**config.mk**
```make
export PLATFORM = sky130hd
export DESIGN_NAME = level_triggered_data_receiver
export DESIGN_NICKNAME = d
export VERILOG_FILES = /design/src/rtl/level_triggered_data_receiver.sv
export SDC_FILE = /design/constraint.sdc
export NUM_CORES = 1
export LEC_CHECK = 0
export ABC_AREA = 1
export BUFFER_PORTS_ARGS = -buffer_cell sky130_fd_sc_hd__buf_4
export CAP_MARGIN = 20
export CORE_ASPECT_RATIO = 1.5
export CORE_MARGIN = 2
export CORE_UTILIZATION = 60
export CTS_BUF_LIST = sky130_fd_sc_hd__clkbuf_8
export DETAILED_ROUTE_END_ITERATION = 7
export PLACE_DENSITY = 0.93
export SLEW_MARGIN = 20
export SYNTH_ARGS = -nofsm -noshare
export SYNTH_HDL_FRONTEND = slang
export SYNTH_SLANG_ARGS = --single-unit
```
**constraint.sdc**
```tcl
create_clock -name clk -period 1.7 [get_ports clk]
set_clock_uncertainty 0.1 [all_clocks]
set_input_delay 0.34 -clock clk [delete_from_list [all_inputs] [get_ports clk]]
set_output_delay 0.34 -clock clk [all_outputs]
set_load 0.005 [all_outputs]
```
**src/rtl/level_triggered_data_receiver.sv**
```systemverilog
// level_triggered_data_receiver: receive end of the sclk/sda serial link.
// Oversamples sclk/sda on clk, shifts sda in MSB first on each sclk rise,
// and hands completed DATA_W-bit words to a valid/ready consumer.
//
// Ports:
//   clk, rst        system clock, async active-high reset
//   sclk, sda       serial clock/data from the transmitter (async to clk)
//   rx_data         last completed word
//   rx_valid        rx_data holds an unconsumed word
//   rx_ready        consumer accepts the word
//   busy            a word is partially received
//   overrun         sticky: a completed word was dropped
//   ovr_clr         clears overrun (a same-cycle set wins)
//   frame_err       one-cycle pulse when a partial word times out
//
// Optional build macro: LEVEL_TRIGGER_RX_DEGLITCH_EN
//   When defined, an sclk edge is accepted only after s_sclk has held its
//   new level for DEGLITCH_LEN consecutive clk cycles.

module level_triggered_data_receiver #(
  parameter int DATA_W       = 8,
  parameter int SYNC_STAGES  = 2,
  parameter int IDLE_TIMEOUT = 255,
  parameter int DEGLITCH_LEN = 3
) (
  input  logic              clk,
  input  logic              rst,
  input  logic              sclk,
  input  logic              sda,
  output logic [DATA_W-1:0] rx_data,
  output logic              rx_valid,
  input  logic              rx_ready,
  output logic              busy,
  output logic              overrun,
  input  logic              ovr_clr,
  output logic              frame_err
);

  localparam int CNT_W = $clog2(DATA_W + 1);
  localparam int IDL_W = $clog2(IDLE_TIMEOUT + 1);

  typedef enum logic {
    IDLE  = 1'b0,
    SHIFT = 1'b1
  } state_t;

  // Synchronisers

  logic [SYNC_STAGES-1:0] sclk_sync;
  logic [SYNC_STAGES-1:0] sda_sync;
  logic                   s_sclk;
  logic                   s_sda;

  always_ff @(posedge clk or posedge rst) begin
    if (rst) begin
      sclk_sync <= '0;
      sda_sync  <= '0;
    end else begin
      sclk_sync <= {sclk_sync[SYNC_STAGES-2:0], sclk};
      sda_sync  <= {sda_sync[SYNC_STAGES-2:0], sda};
    end
  end

  assign s_sclk = sclk_sync[SYNC_STAGES-1];
  assign s_sda  = sda_sync[SYNC_STAGES-1];

  // Edge detection

  logic prev_sclk;
  logic rise;
  logic fall;

`ifdef LEVEL_TRIGGER_RX_DEGLITCH_EN
  localparam int DG_W = $clog2(DEGLITCH_LEN + 1);

  // prev_sclk is the last accepted sclk level; dg_cnt counts how long
  // s_sclk has disagreed with it. A disagreement that ends early resets
  // the count, so short pulses never become edges.
  logic [DG_W-1:0] dg_cnt;
  logic            dg_hit;

  assign dg_hit = (s_sclk != prev_sclk) &&
                  (dg_cnt == DG_W'(DEGLITCH_LEN - 1));

  always_ff @(posedge clk or posedge rst) begin
    if (rst) begin
      prev_sclk <= 1'b0;
      dg_cnt    <= '0;
    end else begin
      if (s_sclk == prev_sclk || dg_hit) begin
        dg_cnt <= '0;
      end else begin
        dg_cnt <= dg_cnt + DG_W'(1);
      end
      if (dg_hit) begin
        prev_sclk <= s_sclk;
      end
    end
  end

  assign rise = dg_hit && s_sclk;
  assign fall = dg_hit && !s_sclk;
`else
  // DEGLITCH_LEN has no effect in this build.
  logic unused_deglitch_len;
  assign unused_deglitch_len = ^DEGLITCH_LEN;

  always_ff @(posedge clk or posedge rst) begin
    if (rst) begin
      prev_sclk <= 1'b0;
    end else begin
      prev_sclk <= s_sclk;
    end
  end

  assign rise = s_sclk && !prev_sclk;
  assign fall = !s_sclk && prev_sclk;
`endif

  // Receive state machine

  state_t            state_q;
  state_t            state_d;
  logic [CNT_W-1:0]  bit_cnt;
  logic [CNT_W-1:0]  cnt_d;
  logic [DATA_W-1:0] shift_q;
  logic [DATA_W-1:0] shift_d;
  logic [IDL_W-1:0]  idle_cnt;
  logic [IDL_W-1:0]  idle_d;
  logic              done_q;
  logic              done_d;
  logic              ferr_d;
  logic              timeout;

  always_ff @(posedge clk or posedge rst) begin
    if (rst) begin
      state_q  <= IDLE;
      bit_cnt  <= '0;
      shift_q  <= '0;
      idle_cnt <= '0;
      done_q   <= 1'b0;
      frame_err <= 1'b0;
      busy     <= 1'b0;
    end else begin
      state_q  <= state_d;
      bit_cnt  <= cnt_d;
      shift_q  <= shift_d;
      idle_cnt <= idle_d;
      done_q   <= done_d;
      frame_err <= ferr_d;
      busy     <= (cnt_d != '0);
    end
  end

  always_comb begin
    state_d = state_q;
    cnt_d   = bit_cnt;
    shift_d = shift_q;
    idle_d  = idle_cnt;
    done_d  = 1'b0;
    ferr_d  = 1'b0;

    if (rise || fall) begin
      idle_d = '0;
    end else if (idle_cnt != IDL_W'(IDLE_TIMEOUT)) begin
      idle_d = idle_cnt + IDL_W'(1);
    end

    // The cycle the counter steps onto IDLE_TIMEOUT; any edge in the
    // same cycle wins and suppresses the timeout.
    timeout = !rise && !fall &&
              (idle_cnt == IDL_W'(IDLE_TIMEOUT - 1));

    unique case (state_q)
      IDLE: begin
        if (rise) begin
          shift_d = {shift_q[DATA_W-2:0], s_sda};
          cnt_d   = CNT_W'(1);
          state_d = SHIFT;
        end
      end
      SHIFT: begin
        if (rise) begin
          shift_d = {shift_q[DATA_W-2:0], s_sda};
          if (bit_cnt == CNT_W'(DATA_W - 1)) begin
            cnt_d   = '0;
            state_d = IDLE;
            done_d  = 1'b1;
          end else begin
            cnt_d = bit_cnt + CNT_W'(1);
          end
        end else if (timeout) begin
          cnt_d   = '0;
          state_d = IDLE;
          ferr_d  = 1'b1;
        end
      end
    endcase
  end

  // Output word, handshake and overrun

  logic ovr_set;

  // A completed word is dropped only if the held word is not being
  // consumed in the same cycle.
  assign ovr_set = done_q && rx_valid && !rx_ready;

  always_ff @(posedge clk or posedge rst) begin
    if (rst) begin
      rx_data  <= '0;
      rx_valid <= 1'b0;
    end else if (done_q && !ovr_set) begin
      rx_data  <= shift_q;
      rx_valid <= 1'b1;
    end else if (rx_valid && rx_ready) begin
      rx_valid <= 1'b0;
    end
  end

  always_ff @(posedge clk or posedge rst) begin
    if (rst) begin
      overrun <= 1'b0;
    end else if (ovr_set) begin
      overrun <= 1'b1;
    end else if (ovr_clr) begin
      overrun <= 1'b0;
    end
  end

endmodule

```
==> impl_metrics.json, run 1 <==
{
  "numCtsBuffers": 5,
  "synth_area_sq_um": 1650,
  "p_int_mw": 1.58,
  "drc_errors": 0,
  "die_h_microns": 68.3,
  "grt_max_degree": 40,
  "min_path_type": "input port to flop",
  "synth_flop_cell": "dfrtp_1",
  "setup_violations": 0,
  "wl_microns": 2630,
  "io_pins": 18,
  "powerDensity_nw_per_um2": 1180,
  "yosys_warnings": 0,
  "min_period_ns": 1.54,
  "port_buffers": 17,
  "synth-edff-count": 0,
  "firstDrtPassIters": 4,
  "cts_tree": "built",
  "tightest_slew_ns": 0.468,
  "die_area_sq_um": 3200,
  "crit_arrival_ns": 1.63,
  "ys_top_cells_by_area": "dfrtp_1, nand2_1, inv_1",
  "final_nets": 217,
  "globalplace.congestion": 0.829,
  "avgSynthCellArea_sq_um": 9.03,
  "insertion_delay_ns": 0.29,
  "cts-root-buf": "clkbuf_8",
  "rrSetupSlack_ns": 0.16,
  "drv_slew": 0,
  "via_count": 1196,
  "cp.required_ns": 1.79,
  "path_clk_slew_ns": 0.07,
  "slew_headroom_pct": 68.8,
  "syn-num-nets": 193,
  "drt-wirelength-per-cell_microns": 10.7,
  "cts_setup_buffers": 0,
  "seqPwrFrac_pct": 53.4,
  "synth_largest_area_cell": "dfrtp_1",
  "setup_ws_ns": 0.156,
  "rsz0062_at_grt": "no",
  "ys_ff_latch": 39,
  "peakVddDrop_mv": 0.913,
  "max_freq_ghz": 0.648,
  "maxCapViolCount": 0,
  "seq_area_frac_synth_pct": 59.0,
  "netlist_top_cells_count": "nand2_1, dfrtp_1, inv_1",
  "num_rows": 23,
  "clock_sinks": 39,
  "detailed_place_hpwl_microns": 1890,
  "die_w_microns": 46.9,
  "drt_iter0_drc": 19,
  "cts_resized": 0,
  "grt_pass1_wl_microns": 4220,
  "p_switching_mw": 0.683,
  "crit_path_start_kind": "flop",
  "holdBufCountCts": 0,
  "ys_types": 20,
  "crit_type": "flop to flop",
  "synth_most_common_cell": "nand2_1",
  "drive_gt1_share_pct": 17.3,
  "diodes": 0,
  "syn_to_final_growth_pct": 16.2,
  "finalSetupTns_ns": 0,
  "clock_path_buffers": 2,
  "design_area_sq_um": 1920,
  "core_area_sq_um": 2650,
  "ant_nets": 0,
  "p_leak_nw": 0.989,
  "synth_top_area_share_pct": 59.0,
  "grtUsageTotal_pct": 19.0,
  "htree_levels": 2,
  "vias_per_cell": 4.88,
  "placedInstanceArea_sq_um": 1840,
  "antenna_found_initial": 0,
  "p_clk_share_pct": 26.1,
  "finalHoldViolCount": 0,
  "swShare_pct": 30.1,
  "syn_inst": 183,
  "p_comb_share_pct": 20.5,
  "place_ws_ns": 0.162,
  "synthArstFlopShare_pct": 100,
  "period_share_pct": 90.8,
  "status": "completed",
  "gr-total-overflow": 0,
  "grt_pass1_vias": 1048,
  "path_max_fanout": 4,
  "worstSetupEndpointType": "flop",
  "initial_core_util_pct": 62.4
}
[critical path: stages, from the launching register on]
cell and delay (ns):
dfrtp_1 0.39, ha_1 0.35, nand2_2 0.08, nor2_4 0.11, nand4_1 0.14, nand2_1 0.12
nand2_1 0.06, inv_1 0.05, nand2_1 0.04
[final cells by class]
class / count / area [sq um]
inverter: 28 / 105
clock inverter: 3 / 16.3
timing repair buffer: 20 / 150
fill: 214 / 727
multi-input combinational: 113 / 558
clock buffer: 5 / 68.8
tap: 37 / 46.3
sequential: 39 / 976
[power by group through the flow]
stage | Combinational (mW) | Sequential, mW | Clock [mW]
6_report | 0.464 | 1.21 | 0.591
3_3_place_gp | 0.450 | 1.22 | 0
2_1_floorplan | 0.297 | 1.21 | 0
3_5_place_dp | 0.466 | 1.23 | 0
5_1_grt | 0.546 | 1.23 | 0.636
4_1_cts | 0.470 | 1.21 | 0.606
[registers in the layout, summed over array words and instances (netlist names), 2 cells and up]
signal and cells:
bit_cnt 4, sclk_sync 2, shift_q 8, idle_cnt 8, rx_data 8, sda_sync 2
[kinds of logic (layout without fill, tap and decap cells)]
group,count (synthesis),in the layout,share of synthesized area (%)
simple gates,79,79,21.0
buf+inv,31,56,7.19
fa+ha+maj,4,4,3.03
xor+xnor,1,1,0.530
compound gates,29,29,9.24
flops,39,39,59.0
[layer usage]
metal | vias up | GRT usage (%) | part of all wire (%)
met4 | 0 | 10.8 | 2.2
met1 | 543 | 20.3 | 41
li1 | 621 | - | -
met5 | - | 0 | 0
met3 | 5 | 6.33 | 4.5
met2 | 27 | 31.7 | 52
[path summary, 6_finish.rpt]
path | start | to | cells after the start
max | sclk_sync[1] | busy | 8
min | sclk | sclk_sync[0] | 1
max reg2reg | sclk_sync[1] | busy | 8
min reg2reg | sda_sync[0] | sda_sync[1] | 0
max in group asynchronous | rst | idle_cnt[1] | 3
min in group asynchronous | rst | shift_q[0] | 3
[through the flow]
step,total power [mW],cells,util [%],hold WS (ns)
after floorplan,1.50,183,-,0.231
after global placement,1.67,237,69.3,0.233
after detailed placement,1.70,237,69.3,0.236
after CTS,2.29,245,72.5,0.0448
after global routing,2.42,245,72.5,0.0395
final,2.27,245,72.5,0.0548
[cell usage in the layout, fill, tap and decap left out]
| master | count |
|---|---|
| inv_1 | 29 |
| nand3_2 | 1 |
| nand4_1 | 2 |
| clkinv_2 | 1 |
| o22ai_1 | 1 |
| a211oi_1 | 1 |
| a21oi_1 | 5 |
| ha_1 | 4 |
| xor2_1 | 1 |
| nor2_1 | 19 |
| nand2_1 | 42 |
| clkinvlp_4 | 1 |
| dfrtp_1 | 39 |
| clkbuf_8 | 5 |
| nand3_1 | 7 |
| o21ai_0 | 20 |
| nor2_2 | 1 |
| nor2_4 | 2 |
| buf_4 | 20 |
| nand2_2 | 5 |
| o21bai_1 | 1 |
| a31oi_1 | 1 |
No activity file was read; power rests on OpenSTA's default activity.
==> run 2, diff against run 1 <==
--- a/config.mk
+++ b/config.mk
@@ -8,12 +8,15 @@
 export ABC_AREA = 1
 export BUFFER_PORTS_ARGS = -buffer_cell sky130_fd_sc_hd__buf_4
 export CAP_MARGIN = 20
+export CELL_PAD_IN_SITES_DETAIL_PLACEMENT = 0
+export CELL_PAD_IN_SITES_GLOBAL_PLACEMENT = 1
 export CORE_ASPECT_RATIO = 1.5
 export CORE_MARGIN = 2
-export CORE_UTILIZATION = 60
+export CORE_UTILIZATION = 46
 export CTS_BUF_LIST = sky130_fd_sc_hd__clkbuf_8
 export DETAILED_ROUTE_END_ITERATION = 7
 export PLACE_DENSITY = 0.93
+export REMOVE_ABC_BUFFERS = 1
 export SLEW_MARGIN = 20
 export SYNTH_ARGS = -nofsm -noshare
 export SYNTH_HDL_FRONTEND = slang
==> impl_metrics.json, run 2 (synthesis gave the netlist of run 1 again) <==
{
  "diodes": 0,
  "drt_iter0_drc": 15,
  "cpMostUsedCell": "nand2_1",
  "cts-root-buf": "clkbuf_8",
  "crit_arrival_ns": 1.56,
  "crit_path_start_kind": "flop",
  "min_period_ns": 1.49,
  "setup_ws_ns": 0.208,
  "drive_gt1_share_pct": 16.5,
  "tightest_slew_ns": 0.483,
  "globalplace.congestion": 0.905,
  "rrSetupSlack_ns": 0.21,
  "wl_microns": 2750,
  "initial_core_util_pct": 48.4,
  "n_fill_cell": 319,
  "crit_slowest_cell": "dfrtp_1",
  "holdBufCountCts": 0,
  "path_max_fanout": 6,
  "min_path_type": "input port to flop",
  "drv_slew": 0,
  "setup_violations": 0,
  "powerDensity_nw_per_um2": 1160,
  "grt_pass1_wl_microns": 4890,
  "slew_headroom_pct": 67.8,
  "place_ws_ns": 0.229,
  "setup.worst_path.end": "busy",
  "insertion_delay_ns": 0.28,
  "maxCapViolCount": 0,
  "clock_path_buffers": 2,
  "gr-total-overflow": 0,
  "cp.required_ns": 1.77,
  "reg2reg_from": "sclk_sync[1]",
  "num_rows": 26,
  "finalHoldViolCount": 0,
  "final_nets": 217,
  "finalSetupTns_ns": 0,
  "ant_nets": 0,
  "numCtsBuffers": 5,
  "period_share_pct": 87.8,
  "port_buffers": 17,
  "worstSetupEndpointType": "flop",
  "critPathLaunch": "sclk_sync[1]",
  "detailed_place_hpwl_microns": 2010,
  "crit_type": "flop to flop",
  "peakVddDrop_mv": 0.575,
  "die_h_microns": 77.4,
  "top_regs": "idle_cnt x8, rx_data x8, shift_q x8",
  "grt_pass1_vias": 1172,
  "grt_max_degree": 40,
  "core_area_sq_um": 3420,
  "via_count": 1216,
  "htree_levels": 2,
  "io_pins": 18,
  "drc_errors": 0,
  "path_clk_slew_ns": 0.07,
  "antenna_found_initial": 0,
  "grtUsageTotal_pct": 16.0,
  "cts_resized": 0,
  "firstDrtPassIters": 4,
  "r2r-end": "busy",
  "final_cell_mix": "nand2_1, dfrtp_1, inv_1",
  "max_stage_delay_ns": 0.38,
  "max_freq_ghz": 0.670,
  "rsz0062_at_grt": "no",
  "layout_commonest_cell": "nand2_1",
  "die_area_sq_um": 4100,
  "path_cells": "ha_1, nand2_1, inv_1, nand3_1, nand2_1, nor2_1, nand2_1, inv_1, nand2_1",
  "cts_tree": "built",
  "clock_sinks": 39,
  "drt-wirelength-per-cell_microns": 11.1,
  "cts_setup_buffers": 0,
  "syn_to_final_growth_pct": 15.8,
  "vias_per_cell": 4.90,
  "p_leak_nw": 0.985,
  "die_w_microns": 52.9,
  "ff2ff_path_depth": 9,
  "status": "completed"
}
[run 2: cell types whose count changed in the layout (fill, tap and decap cells not counted)]
| cell | change |
|---|---|
| clkinv_2 | -1 |
| clkinvlp_4 | -1 |
[run 2: worst max-delay path, delay by kind of cell, from the launching register on]
family,cells,cell delay [ns]
DFF,1,0.38
adders and majority gates,1,0.26
and+or+nand+nor,6,0.52
buffers and inverters,2,0.12
[run 2: worst min-delay path by stage]
| stage | startpoint | to | slack, ns | cells after the start |
|---|---|---|---|---|
| 6_report | sda | sda_sync[0] | 0.06 | 1 |
| 5_1_grt | sda | sda_sync[0] | 0.05 | 1 |
| 4_1_cts | sda | sda_sync[0] | 0.05 | 1 |
| 3_5_place_dp | sda_sync[0] | sda_sync[1] | 0.24 | 0 |
| 3_3_place_gp | sda_sync[0] | sda_sync[1] | 0.23 | 0 |
| 2_1_floorplan | sclk_sync[0] | sclk_sync[1] | 0.23 | 0 |
[run 2: final cells by class]
type / instances / area, sq um / share of cell area [%]
clock buffer: 5 / 68.8 / 3.59
clock inverter: 1 / 3.75 / 0.196
inverter: 28 / 105 / 5.49
multi-input combinational: 113 / 558 / 29.2
sequential: 39 / 976 / 51.0
tap: 42 / 52.6 / 2.75
timing repair buffer: 20 / 150 / 7.84
[run 2: report_power, final]
part           internal [mW]  switching, mW  total (mW)
clock                  0.267          0.270       0.537
combinational          0.216          0.251       0.467
sequential              1.09          0.124        1.21
[run 2: stage by stage]
stage / power, mW / area [sq um] / instances / util, % / hold WS, ns
3_3_place_gp: 1.68 / 1840 / 242 / 53.9 / 0.233
6_report: 2.22 / 1910 / 248 / 56.0 / 0.0640
5_1_grt: 2.40 / 1910 / 248 / 56.0 / 0.0489
4_1_cts: 2.25 / 1910 / 248 / 56.0 / 0.0549
3_5_place_dp: 1.70 / 1840 / 242 / 53.9 / 0.240
2_1_floorplan: 1.50 / 1640 / 180 / - / 0.231
[run 2: per-layer routing]
metal	vias up	wire length, microns	share of wire [%]	track usage (%)
li1	615	-	-	-
met1	578	1180	43	18.3
met2	19	1400	51	26.6
met3	4	109	4.0	4.62
met4	0	48	1.7	7.69
met5	-	0	0	0
